--- src/rtl/spi_rx_frame_ctrl.sv ---
`default_nettype none
// ============================================================================
// Module   : spi_rx_frame_ctrl
// Purpose  : Parses CMD/LEN/DATA/CSUM frames from the SPI byte receiver and
//            commits checksummed write payloads or issues a read request.
// Revision : 1.0
// ============================================================================
module spi_rx_frame_ctrl #(
   parameter int MAX_LEN     = 16,
   parameter int TIMEOUT_CYC = 65535
) (
   input  logic       sys_clk,
   input  logic       rst_n,
   input  logic       cs_n_i,
   input  logic       rx_valid_i,
   input  logic [7:0] rx_byte_i,
   output logic       wr_en_o,
   output logic [6:0] wr_addr_o,
   output logic [7:0] wr_data_o,
   input  logic       wr_ready_i,
   output logic       rd_req_o,
   output logic [6:0] rd_addr_o,
   output logic [7:0] rd_len_o,
   output logic       frame_done_o,
   output logic       frame_err_o,
   output logic [2:0] err_code_o,
   output logic       busy_o
);

   localparam int          c_IDX_W   = (MAX_LEN > 1) ? $clog2(MAX_LEN) : 1;
   localparam int          c_DEPTH   = 1 << c_IDX_W;
   localparam logic [7:0]  c_MAX_LEN = MAX_LEN[7:0];
   localparam logic [19:0] c_TMO     = TIMEOUT_CYC[19:0];

   typedef enum logic [2:0] {
      ST_IDLE   = 3'd0,
      ST_CMD    = 3'd1,
      ST_LEN    = 3'd2,
      ST_DATA   = 3'd3,
      ST_CSUM   = 3'd4,
      ST_COMMIT = 3'd5,
      ST_DRAIN  = 3'd6
   } state_t;

   state_t      state_q;
   logic        dir_q;
   logic [6:0]  addr_q;
   logic [7:0]  len_q;
   logic [7:0]  idx_q;
   logic [7:0]  csum_q;
   logic [19:0] tmo_q;
   logic [7:0]  mem_q [c_DEPTH];

   logic        wr_en_q;
   logic [6:0]  wr_addr_q;
   logic [7:0]  wr_data_q;
   logic        rd_req_q;
   logic [6:0]  rd_addr_q;
   logic [7:0]  rd_len_q;
   logic        frame_done_q;
   logic        frame_err_q;
   logic [2:0]  err_code_q;

   logic        w_len_bad;
   logic        w_csum_ok;
   logic        w_ends;
   logic        w_tmo_hit;
   logic [7:0]  w_idx_nxt;

   assign w_len_bad = (rx_byte_i == 8'h00) || (rx_byte_i > c_MAX_LEN);
   assign w_csum_ok = (rx_byte_i == csum_q);
   assign w_tmo_hit = ((tmo_q + 20'd1) == c_TMO);
   assign w_idx_nxt = idx_q + 8'd1;
   // A byte that terminates the frame takes precedence over a CS release in the same cycle
   assign w_ends    = rx_valid_i && (((state_q == ST_LEN) && w_len_bad) || (state_q == ST_CSUM));

   always_ff @(posedge sys_clk) begin
      if ((state_q == ST_DATA) && rx_valid_i) begin
         mem_q[idx_q[c_IDX_W-1:0]] <= rx_byte_i;
      end
   end

   always_ff @(posedge sys_clk or negedge rst_n) begin
      if (!rst_n) begin
         state_q      <= ST_IDLE;
         dir_q        <= 1'b0;
         addr_q       <= '0;
         len_q        <= '0;
         idx_q        <= '0;
         csum_q       <= '0;
         tmo_q        <= '0;
         wr_en_q      <= 1'b0;
         wr_addr_q    <= '0;
         wr_data_q    <= '0;
         rd_req_q     <= 1'b0;
         rd_addr_q    <= '0;
         rd_len_q     <= '0;
         frame_done_q <= 1'b0;
         frame_err_q  <= 1'b0;
         err_code_q   <= '0;
      end else begin
         rd_req_q     <= 1'b0;
         frame_done_q <= 1'b0;
         frame_err_q  <= 1'b0;
         case (state_q)
            ST_IDLE: begin
               if (!cs_n_i) begin
                  state_q    <= ST_CMD;
                  err_code_q <= 3'd0;
                  tmo_q      <= '0;
               end
            end
            ST_CMD, ST_LEN, ST_DATA, ST_CSUM: begin
               if (rx_valid_i) begin
                  tmo_q <= '0;
                  case (state_q)
                     ST_CMD: begin
                        dir_q   <= rx_byte_i[7];
                        addr_q  <= rx_byte_i[6:0];
                        csum_q  <= rx_byte_i;
                        state_q <= ST_LEN;
                     end
                     ST_LEN: begin
                        if (w_len_bad) begin
                           frame_err_q <= 1'b1;
                           err_code_q  <= 3'd1;
                           state_q     <= ST_DRAIN;
                        end else begin
                           len_q   <= rx_byte_i;
                           csum_q  <= csum_q ^ rx_byte_i;
                           idx_q   <= '0;
                           state_q <= dir_q ? ST_DATA : ST_CSUM;
                        end
                     end
                     ST_DATA: begin
                        csum_q <= csum_q ^ rx_byte_i;
                        idx_q  <= w_idx_nxt;
                        if (w_idx_nxt == len_q) begin
                           state_q <= ST_CSUM;
                        end
                     end
                     default: begin
                        if (!w_csum_ok) begin
                           frame_err_q <= 1'b1;
                           err_code_q  <= 3'd2;
                           state_q     <= ST_DRAIN;
                        end else if (dir_q) begin
                           wr_en_q   <= 1'b1;
                           wr_addr_q <= addr_q;
                           wr_data_q <= mem_q[{c_IDX_W{1'b0}}];
                           idx_q     <= '0;
                           state_q   <= ST_COMMIT;
                        end else begin
                           rd_req_q     <= 1'b1;
                           rd_addr_q    <= addr_q;
                           rd_len_q     <= len_q;
                           frame_done_q <= 1'b1;
                           state_q      <= ST_DRAIN;
                        end
                     end
                  endcase
               end else if (w_tmo_hit) begin
                  frame_err_q <= 1'b1;
                  err_code_q  <= 3'd4;
                  state_q     <= ST_DRAIN;
               end else begin
                  tmo_q <= tmo_q + 20'd1;
               end
               if (cs_n_i && !w_ends) begin
                  frame_err_q <= 1'b1;
                  err_code_q  <= 3'd3;
                  state_q     <= ST_IDLE;
               end
            end
            ST_COMMIT: begin
               if (wr_ready_i) begin
                  if (w_idx_nxt == len_q) begin
                     wr_en_q      <= 1'b0;
                     frame_done_q <= 1'b1;
                     state_q      <= ST_DRAIN;
                  end else begin
                     idx_q     <= w_idx_nxt;
                     wr_addr_q <= addr_q + w_idx_nxt[6:0];
                     wr_data_q <= mem_q[w_idx_nxt[c_IDX_W-1:0]];
                  end
               end
            end
            ST_DRAIN: begin
               if (cs_n_i) begin
                  state_q <= ST_IDLE;
               end
            end
            default: begin
               state_q <= ST_IDLE;
            end
         endcase
      end
   end

   assign wr_en_o      = wr_en_q;
   assign wr_addr_o    = wr_addr_q;
   assign wr_data_o    = wr_data_q;
   assign rd_req_o     = rd_req_q;
   assign rd_addr_o    = rd_addr_q;
   assign rd_len_o     = rd_len_q;
   assign frame_done_o = frame_done_q;
   assign frame_err_o  = frame_err_q;
   assign err_code_o   = err_code_q;
   assign busy_o       = (state_q != ST_IDLE);

endmodule
`default_nettype wire
--- config.mk ---
export PLATFORM = sky130hd
export DESIGN_NAME = spi_rx_frame_ctrl
export DESIGN_NICKNAME = d
export VERILOG_FILES = /design/src/rtl/spi_rx_frame_ctrl.sv
export SDC_FILE = /design/constraint.sdc
export NUM_CORES = 1
export LEC_CHECK = 0
export BUFFER_PORTS_ARGS = -buffer_cell sky130_fd_sc_hd__buf_2
export CORE_MARGIN = 1.5
export CORE_UTILIZATION = 49
export DETAILED_ROUTE_END_ITERATION = 16
export HOLD_SLACK_MARGIN = 0.08
export MAX_ROUTING_LAYER = met4
export PLACE_DENSITY = 0.66
export REMOVE_ABC_BUFFERS = 1
export SYNTH_ARGS = -nofsm -noshare
export SYNTH_HDL_FRONTEND = slang
export SYNTH_SLANG_ARGS = --single-unit
--- constraint.sdc ---
create_clock -name sys_clk -period 6.35 [get_ports sys_clk]
set_clock_uncertainty 0.1 [all_clocks]
set_input_delay 1.27 -clock sys_clk [delete_from_list [all_inputs] [get_ports sys_clk]]
set_output_delay 1.27 -clock sys_clk [all_outputs]
set_load 0.02 [all_outputs]
==> results of run 1 <==
-- power breakdown --
group | switching [µW] | leakage, µW | internal (µW)
Combinational | 763 | 0.00179 | 618
Clock | 541 | 0.000398 | 885
Sequential | 195 | 0.00237 | 1660
-- flip-flops by register name (all words and copies together) (netlist names), 3 cells and up --
signal	flops
wr_data_o	8
rd_addr_o	7
rd_len_o	8
addr_q	7
err_code_o	3
csum_q	8
wr_addr_o	7
state_q	3
tmo_q	20
mem_q	128
idx_q	8
len_q	8
-- synth_stat cells (3+ instances only) --
cell type / instances
dfrtp_1: 92
nand2b_1: 12
xnor2_1: 14
and4_1: 3
o22ai_1: 3
nand2_1: 117
o21ai_0: 55
mux4_2: 40
nor2_1: 41
o21a_1: 4
a21o_1: 8
inv_1: 14
buf_2: 7
nand4_1: 7
o211ai_1: 4
mux2i_1: 18
nand3_1: 18
nor2b_1: 9
or3_1: 8
and2_1: 5
o31ai_1: 12
mux2_2: 16
edfxtp_1: 128
xor2_1: 13
and3_1: 4
buf_1: 6
clkbuf_1: 40
or2_2: 5
o41ai_1: 5
ha_1: 12
nor3_1: 13
a21oi_1: 40
nor4_1: 14
-- final cells by class --
cell class / count / area [µm²] / area share
inverters: 14 / 52.6 / 0.00448
multi-input cells: 549 / 4050 / 0.345
clock inverters: 9 / 120 / 0.0102
repair buffers: 61 / 335 / 0.0286
flip-flops and latches: 220 / 6150 / 0.524
clock buffers: 33 / 697 / 0.0594
well taps: 275 / 344 / 0.0293
-- critical path, delay by kind of cell (launching register included) --
kind	cells	cell delay (ps)
AOI/OAI and AO/OA	4	1230
and+or+nand+nor	2	750
DFF	1	670
adders and majority gates	1	490
buffers and inverters	1	230
xor gates and xnor gates	1	110
-- worst paths after layout --
path | start | endpoint | slack (ps) | cells past startpoint
worst min register to register | rd_addr_o[6]$_DFFE_PN0P_ | rd_addr_o[6]$_DFFE_PN0P_ | 360 | 2
worst max register to register | idx_q[0]$_DFFE_PN0P_ | idx_q[7]$_DFFE_PN0P_ | 2630 | 9
worst max-delay path | idx_q[0]$_DFFE_PN0P_ | idx_q[7]$_DFFE_PN0P_ | 2630 | 9
min in group asynchronous | rst_n | wr_addr_o[0]$_DFFE_PN0P_ | 580 | 1
worst min-delay path | rd_addr_o[6]$_DFFE_PN0P_ | rd_addr_o[6]$_DFFE_PN0P_ | 360 | 2
max in group asynchronous | rst_n | idx_q[0]$_DFFE_PN0P_ | 4380 | 2
-- per-stage QoR --
stage,cell area (µm²),power (µW),hold slack (ps),util
floorplan,10200,2840,373,-
global placement,10900,3260,347,0.521
detailed placement,10900,3280,354,0.521
CTS,11700,4710,366,0.560
global route,11700,4930,385,0.560
finish,11700,4670,362,0.560
-- layout by cell type (no fill, tap or decap), types with 14 or more instances in the layout --
cell	n
clkbuf_16	26
xnor2_1	14
buf_2	49
nand3_1	18
o21ai_0	55
mux4_2	40
nand2_1	117
inv_1	14
mux2_2	16
nor2_1	41
edfxtp_1	128
a21oi_1	40
dfrtp_1	91
mux2i_1	18
-- layer usage --
metal  wire length (µm)  up-vias  GRT usage  part of all wire
met5                  0        -          -                 0
met4                467        0     0.0619             0.020
met3               1120       36     0.0269             0.048
met2              10900      189      0.340              0.47
met1              10600     3354      0.311              0.46
li1                   -     3212          -                 -
-- cell families (layout without fill, tap and decap cells) --
kind of cell             count (synthesis)  count (layout)  synth area share
buffers and inverters                   70             117            0.0268
XOR/XNOR                                28              28            0.0242
AND/OR/NAND/NOR                        266             266             0.121
adder cells (fa/ha/maj)                 13              13            0.0163
flip-flops                             220             220             0.588
AO/OA/AOI/OAI                          167             167             0.103
multiplexers                            75              75             0.122
==> impl_results.md, run 1 <==
- Finished Layout Cells: around 1,200
- Setup TNS: 0 ps
- Final setup violation count: 0
- Top-area cell type share of the netlist area: 0.367
- Worst min path class: flop to flop
- Fin. Hold Viols: 0
- Fraction of registers with async set/reset: 0.418
- Number of flops mapped to enable cells by yosys: 128
- DRC: 0
- Placer Congestion: ~0.84
- Seq cells post-synth: 220
- Vias: roughly 6,800
- Clk sinks: 220
- Vert. Die Dim: between 100 and 150 µm
- Crit. End Element: flop
- Synthesized area: between 10,000 and 15,000 µm²
- CTS Buf Count: 24
- Status: completed
- Final Cycle Share: 0.585
- Gr usage total: 0.221
- Diode count: 0
- Port bufs: 50
- RSZ-0062 raised after global routing: no
- Syn Area/Cell: roughly 12 µm²
- Synth Warn #: 0
- Crit path largest cell delay: about 700 ps
- Vias in the first global route: between 6,000 and 7,000
- Net count of the finished layout: between 800 and 900
- Max Cap Viol: 0
- Worst slew pin tran: around 1100 ps
- Final worst slack: approximately 2600 ps
- Die Width: 149 µm
- CTS H-tree depth: 1
- Critical path peak fanout: 17
- CORE AREA: between 20,000 and 25,000 µm²
- Fraction of layout cells with a size suffix above 1: 0.191
- Yosys cell types: 74
- Wire length per cell: around 20 µm
- Dpl hpwl: about 15,000 µm
- Largest net degree at the start of global routing: between 60 and 70
- Post-CTS sizing: 0
- VDD IR max: approximately 210 µV
- Die footprint: 22,200 µm²
- CTS max path bufs: 3
- Total congestion overflow: 0
- Setup Buffers After CTS: 0
- Required time of the worst setup path: between 6000 and 7000 ps
- Pwr/cell area: a little under 400 nW/µm²
- First-pass DRT Iterations: 5
- Leakage power: around 0.0046 µW
- Sequential share of the synthesized area: 0.588
- Fill count: around 1,700
- Tmin final: 3720 ps
- Critical path launch point type: flop
- FP Rows: 53
- Post-CTS Hold Buffers: 0
- Num ports: 51
- Setup Crit Path Kind: flop to flop
- Initial Util: 0.499
- DRT iter0 DRCs: 428
- Fin. max-slew vios: 0
- Cells after Synth: about 840
- CTS tree: done
- Number of cells after detailed placement: about 1,100
- Clk Latency, worst-skew pair: 510 ps
- Synth Flop Type: edfxtp_1
- First-pass GRT wire length: 36,600 µm
- Max frequency: around 270 MHz
- Initial antenna violation count: 0
- Clk root buf: clkbuf_16
- Max_slew headroom: 0.241
- WP data arrival: roughly 4000 ps
- Slowest CP cell: o211ai_1
- Post-Place Setup Slack: roughly 2400 ps
- DR vias/cell: slightly below 6
- Top cells by area, synth: edfxtp_1 37%, dfrtp_1 22%, mux4_2 8.6%, nand2_1 4.2%, o21ai_0 2.6%
- Clock transition at path regs: around 60 ps
- Worst-path cell chain: ha_1 -> xnor2_1 -> buf_4 -> a22oi_1 -> o221ai_1 -> or4_4 -> o211ai_1 -> or2_2 -> o21ai_0
- Antenna-violating nets left: 0
- Area grow syn2layout: 12.2%
- Post-Route WL: around 23,000 µm
- Yosys top cell by area: edfxtp_1
No activity file was read; power rests on OpenSTA's default activity.
==> inputs of run 2 (changes only) <==
==> constraint.sdc (replaced) <==
create_clock -name sys_clk -period 3.7 [get_ports sys_clk]
set_clock_uncertainty 0.1 [all_clocks]
set_input_delay 0.74 -clock sys_clk [delete_from_list [all_inputs] [get_ports sys_clk]]
set_output_delay 0.74 -clock sys_clk [all_outputs]
set_load 0.02 [all_outputs]
==> impl_results.md, run 2 (synthesis results as in run 1) <==
- Seq. cell area: between 6000 and 7000 µm²
- Area taken by multi-input logic gates: approximately 4000 µm²
- Clk sinks: 220
- Wire length per cell: between 15 and 20 µm
- Max Cap Viol: 0
- Commonest cells after routing, fill and taps aside: 128 x edfxtp_1, 117 x nand2_1, 91 x dfrtp_1
- Port bufs: 50
- RSZ-0062 raised after global routing: no
- Post-CTS sizing: 0
- Clk root buf: clkbuf_16
- Clock transition at path regs: approximately 60 ps
- Gr usage total: 0.230
- Largest net degree at the start of global routing: slightly below 80
- Max frequency: ~310 MHz
- Worst-path cell chain: ha_1 -> nand3_1 -> o21a_1 -> a2111o_1 -> or4_4 -> a221oi_2 -> a21boi_2 -> mux2_1
- WP data arrival: between 3000 and 4000 ps
- Clk Latency, worst-skew pair: 520 ps
- CORE AREA: between 20,000 and 25,000 µm²
- Dpl hpwl: roughly 16,000 µm
- Crit path largest cell delay: 560 ps
- Critical path peak fanout: 10
- Commonest non-fill, non-tap cell in the layout: edfxtp_1
- Placer Congestion: 0.908
- CTS Buf Count: 25
- Status: completed
- First-pass GRT wire length: 38,200 µm
- Largest register FFs: 128
- Final Cell Area: between 10,000 and 15,000 µm²
- Critical path launch point type: flop
- DRC: 0
- Diode count: 0
- Fraction of layout cells with a size suffix above 1: 0.225
- Fill count: between 1,500 and 2,000
- Setup TNS: 0 ps
- Placed Area: 11,200 µm²
- Final Power: between 8000 and 9000 µW
- Max_slew headroom: 0.333
- Die footprint: 22,200 µm²
- Fin. Hold Viols: 0
- Leakage power: about 0.0047 µW
- Total congestion overflow: 0
- DR vias/cell: about 5.8
- Slowest CP cell: or4_4
- CTS H-tree depth: 1
- Num ports: between 50 and 60
- Crit. End Element: flop
- Worst slew pin tran: 1000 ps
- Setup Crit Path Kind: flop to flop
- Vert. Die Dim: 149 µm
- Fin. max-slew vios: 0
- Area grow syn2layout: 14.8%
- Post-CTS Hold Buffers: 0
- Antenna-violating nets left: 0
- Setup Buffers After CTS: 0
- Net count of the finished layout: approximately 930
- Vias in the first global route: 6,832
- FP Rows: 53
- CTS max path bufs: 3
- Final setup violation count: 0
- Initial Util: 0.499
- DRT iter0 DRCs: roughly 560
- VDD IR max: around 330 µV
- Final Cycle Share: 0.867
- Post-Route WL: about 24,000 µm
- Pwr/cell area: between 600 and 700 nW/µm²
- Worst min path class: primary input to asynchronous set/reset pin
- Die Width: 149 µm
- Vias: between 6,000 and 7,000
- CTS tree: done
- Required time of the worst setup path: 4000 ps
- Initial antenna violation count: 0
- Tmin final: ~3200 ps
- First-pass DRT Iterations: 5
run 2: final timing paths:
path	from	to	slack [ps]	cells after the start
setup / recovery	idx_q[1]$_DFFE_PN0P_	state_q[1]$_DFFE_PN0P_	490	8
hold / removal	rst_n	wr_data_o[2]$_DFFE_PN0P_	270	1
setup reg to reg	idx_q[1]$_DFFE_PN0P_	state_q[1]$_DFFE_PN0P_	490	8
hold reg to reg	rd_addr_o[1]$_DFFE_PN0P_	rd_addr_o[1]$_DFFE_PN0P_	360	2
max in group asynchronous	rst_n	idx_q[5]$_DFFE_PN0P_	2460	2
min in group sys_clk	rd_addr_o[1]$_DFFE_PN0P_	rd_addr_o[1]$_DFFE_PN0P_	360	2
run 2: through the flow:
stage	std cells	setup slack [ps]	util	hold slack, ps
floorplan	783	-1800	-	344
global placement	1154	424	0.534	345
detailed placement	1154	371	0.534	351
CTS	1200	505	0.573	330
global route	1200	286	0.573	373
finish	1200	491	0.573	270
run 2: routing by layer:
| metal | global-route usage | wire length (µm) |
|---|---|---|
| met1 | 0.313 | 10400 |
| met5 | - | 0 |
| met2 | 0.362 | 11600 |
| met3 | 0.0398 | 1350 |
| met4 | 0.0515 | 390 |
run 2: power breakdown:
part / internal [µW] / switching [µW]
Sequential: 2860 / 296
Clock: 1490 / 957
Combinational: 1100 / 1310
Total: 5450 / 2570
run 2: critical path, delay by kind of cell, from the launching register on:
| kind | cells | cell delay [ps] |
|---|---|---|
| AO/OA/AOI/OAI | 4 | 1040 |
| adder cells (fa/ha/maj) | 1 | 410 |
| multiplexers | 1 | 330 |
| AND/OR/NAND/NOR | 2 | 730 |
| flip-flops | 1 | 470 |
run 2: layout make-up:
type,instances,share of cell area
flip-flops and latches,220,0.512
multi-input cells,549,0.336
clock buffers,30,0.0553
repair buffers,96,0.0498
well taps,275,0.0287
clock inverters,16,0.0134
inverters,14,0.00438
==> inputs of run 3 (changes only) <==
--- a/config.mk
+++ b/config.mk
@@ -6,12 +6,14 @@
 export NUM_CORES = 1
 export LEC_CHECK = 0
 export BUFFER_PORTS_ARGS = -buffer_cell sky130_fd_sc_hd__buf_2
+export CELL_PAD_IN_SITES_DETAIL_PLACEMENT = 1
+export CELL_PAD_IN_SITES_GLOBAL_PLACEMENT = 1
 export CORE_MARGIN = 1.5
 export CORE_UTILIZATION = 49
 export DETAILED_ROUTE_END_ITERATION = 16
 export HOLD_SLACK_MARGIN = 0.08
 export MAX_ROUTING_LAYER = met4
-export PLACE_DENSITY = 0.66
+export PLACE_DENSITY_LB_ADDON = 0.1
 export REMOVE_ABC_BUFFERS = 1
 export SYNTH_ARGS = -nofsm -noshare
 export SYNTH_HDL_FRONTEND = slang
==> impl_results.md, run 3 (synthesis results as in run 1) <==
- CTS max path bufs: 3
- CORE AREA: 21,000 µm²
- CTS H-tree depth: 1
- WP data arrival: 3610 ps
- Sw frac: 0.329
- Diode count: 0
- Die Width: around 150 µm
- Fin. Hold Viols: 0
- Total congestion overflow: 0
- Clock power frac: 0.310
- Post-Route WL: ~28,000 µm
- Pwr/cell area: 687 nW/µm²
- Net count of the finished layout: about 930
- Port bufs: 50
- CTS Buf Count: 24
- Psw: about 2700 µW
- Clk root buf: clkbuf_16
- Leakage power: 0.00474 µW
- DRC: 0
- Initial antenna violation count: 0
- Tmin final: about 3300 ps
- First-pass DRT Iterations: 5
- Fraction of layout cells with a size suffix above 1: 0.223
- Gr usage total: 0.269
- Largest register FFs: between 100 and 150
- Setup Buffers After CTS: 0
- Final Util: 0.574
- Number of cells after detailed placement: about 1,200
- Setup Crit Path Kind: flop to flop
- Initial Util: 0.499
- Clock transition at path regs: ~60 ps
- Setup TNS: 0 ps
- First-pass GRT wire length: around 44,000 µm
- Gate power share: 0.309
- Die footprint: between 20,000 and 25,000 µm²
- Final Power: 8270 µW
- VDD IR max: roughly 310 µV
- Smallest hold slack: between 150 and 200 ps
- Finished Layout Cells: ~1,200
- Fin. max-slew vios: 0
- Placer Congestion: slightly below 0.9
- Post-CTS sizing: 0
- Reg power frac: 0.381
- Worst min path class: primary input to asynchronous set/reset pin
- Post-CTS Hold Buffers: 0
- Commonest non-fill, non-tap cell in the layout: edfxtp_1
- FP Rows: 53
- Vias: 7,210
- RSZ-0062 raised after global routing: no
- DRT iter0 DRCs: between 500 and 600
- Max_slew headroom: 0.424
- Dpl hpwl: ~19,000 µm
- Required time of the worst setup path: around 4000 ps
- Commonest cells after routing, fill and taps aside: 128 x edfxtp_1, 117 x nand2_1, 91 x dfrtp_1
- Max frequency: between 300 and 400 MHz
- Critical path peak fanout: 7
- Crit. End Element: flop
- Final setup violation count: 0
- Worst slew pin tran: about 860 ps
- Status: completed
- Num ports: a little over 50
- Clk Latency, worst-skew pair: roughly 520 ps
- Antenna-violating nets left: 0
- Max Cap Viol: 0
- Internal power: 5550 µW
- Largest net degree at the start of global routing: between 50 and 60
- Clk sinks: 220
- Critical path launch point type: flop
- Area grow syn2layout: 15.0%
- DR vias/cell: 6.03
- Final Cycle Share: 0.895
- Vias in the first global route: just under 8,000
- Wire length per cell: 23.2 µm
- Vert. Die Dim: between 100 and 150 µm
- CTS tree: done
run 3: cell type report:
type                       instances  area, µm²
sequential                       220       6150
timing repair buffer              93        588
fill                            2096       8920
clock buffer                      30        674
inverter                          14       52.6
clock inverter                    14        184
tap                              275        344
multi-input combinational        549       4040
run 3: final timing paths:
kind,from,to,slack [ps],cells after the start
worst max-delay path,tmo_q[1]$_DFFE_PN0P_,err_code_o[0]$_DFFE_PN0P_,390,9
worst min-delay path,rst_n,wr_data_o[2]$_DFFE_PN0P_,150,1
worst max register to register,tmo_q[1]$_DFFE_PN0P_,err_code_o[0]$_DFFE_PN0P_,390,9
worst min register to register,rd_addr_o[1]$_DFFE_PN0P_,rd_addr_o[1]$_DFFE_PN0P_,360,2
max in group asynchronous,rst_n,tmo_q[19]$_DFFE_PN0P_,2660,2
min in group sys_clk,rd_addr_o[1]$_DFFE_PN0P_,rd_addr_o[1]$_DFFE_PN0P_,360,2
run 3: power by group through the flow:
stage               Combinational (µW)  Clock, µW  Sequential, µW
finish                            2550       2570            3150
global route                      2810       2690            3190
CTS                               2580       2610            3150
detailed placement                2550          0            3200
global placement                  2450          0            3180
floorplan                         1580          0            3290
run 3: metal layers:
layer	global-route usage	up-vias	part of all wire
met5	-	-	0
met4	0.0955	0	0.033
met3	0.0321	49	0.048
met2	0.450	195	0.50
met1	0.342	3686	0.41
li1	-	3280	-
run 3: critical path: stages (launching register included):
cell	delay [ps]
dfrtp_1	440
ha_1	330
nand4_1	230
or2_2	390
nor4_1	510
nor3_1	140
o211ai_2	400
buf_4	230
a21oi_1	100
mux2_2	310
run 3: metrics by stage:
| stage | worst slack (ps) | area (µm²) |
|---|---|---|
| global route | 151 | 12000 |
| finish | 388 | 12000 |
| detailed placement | 228 | 11200 |
| global placement | 271 | 11200 |
| CTS | 397 | 12000 |
| floorplan | -1800 | 10200 |
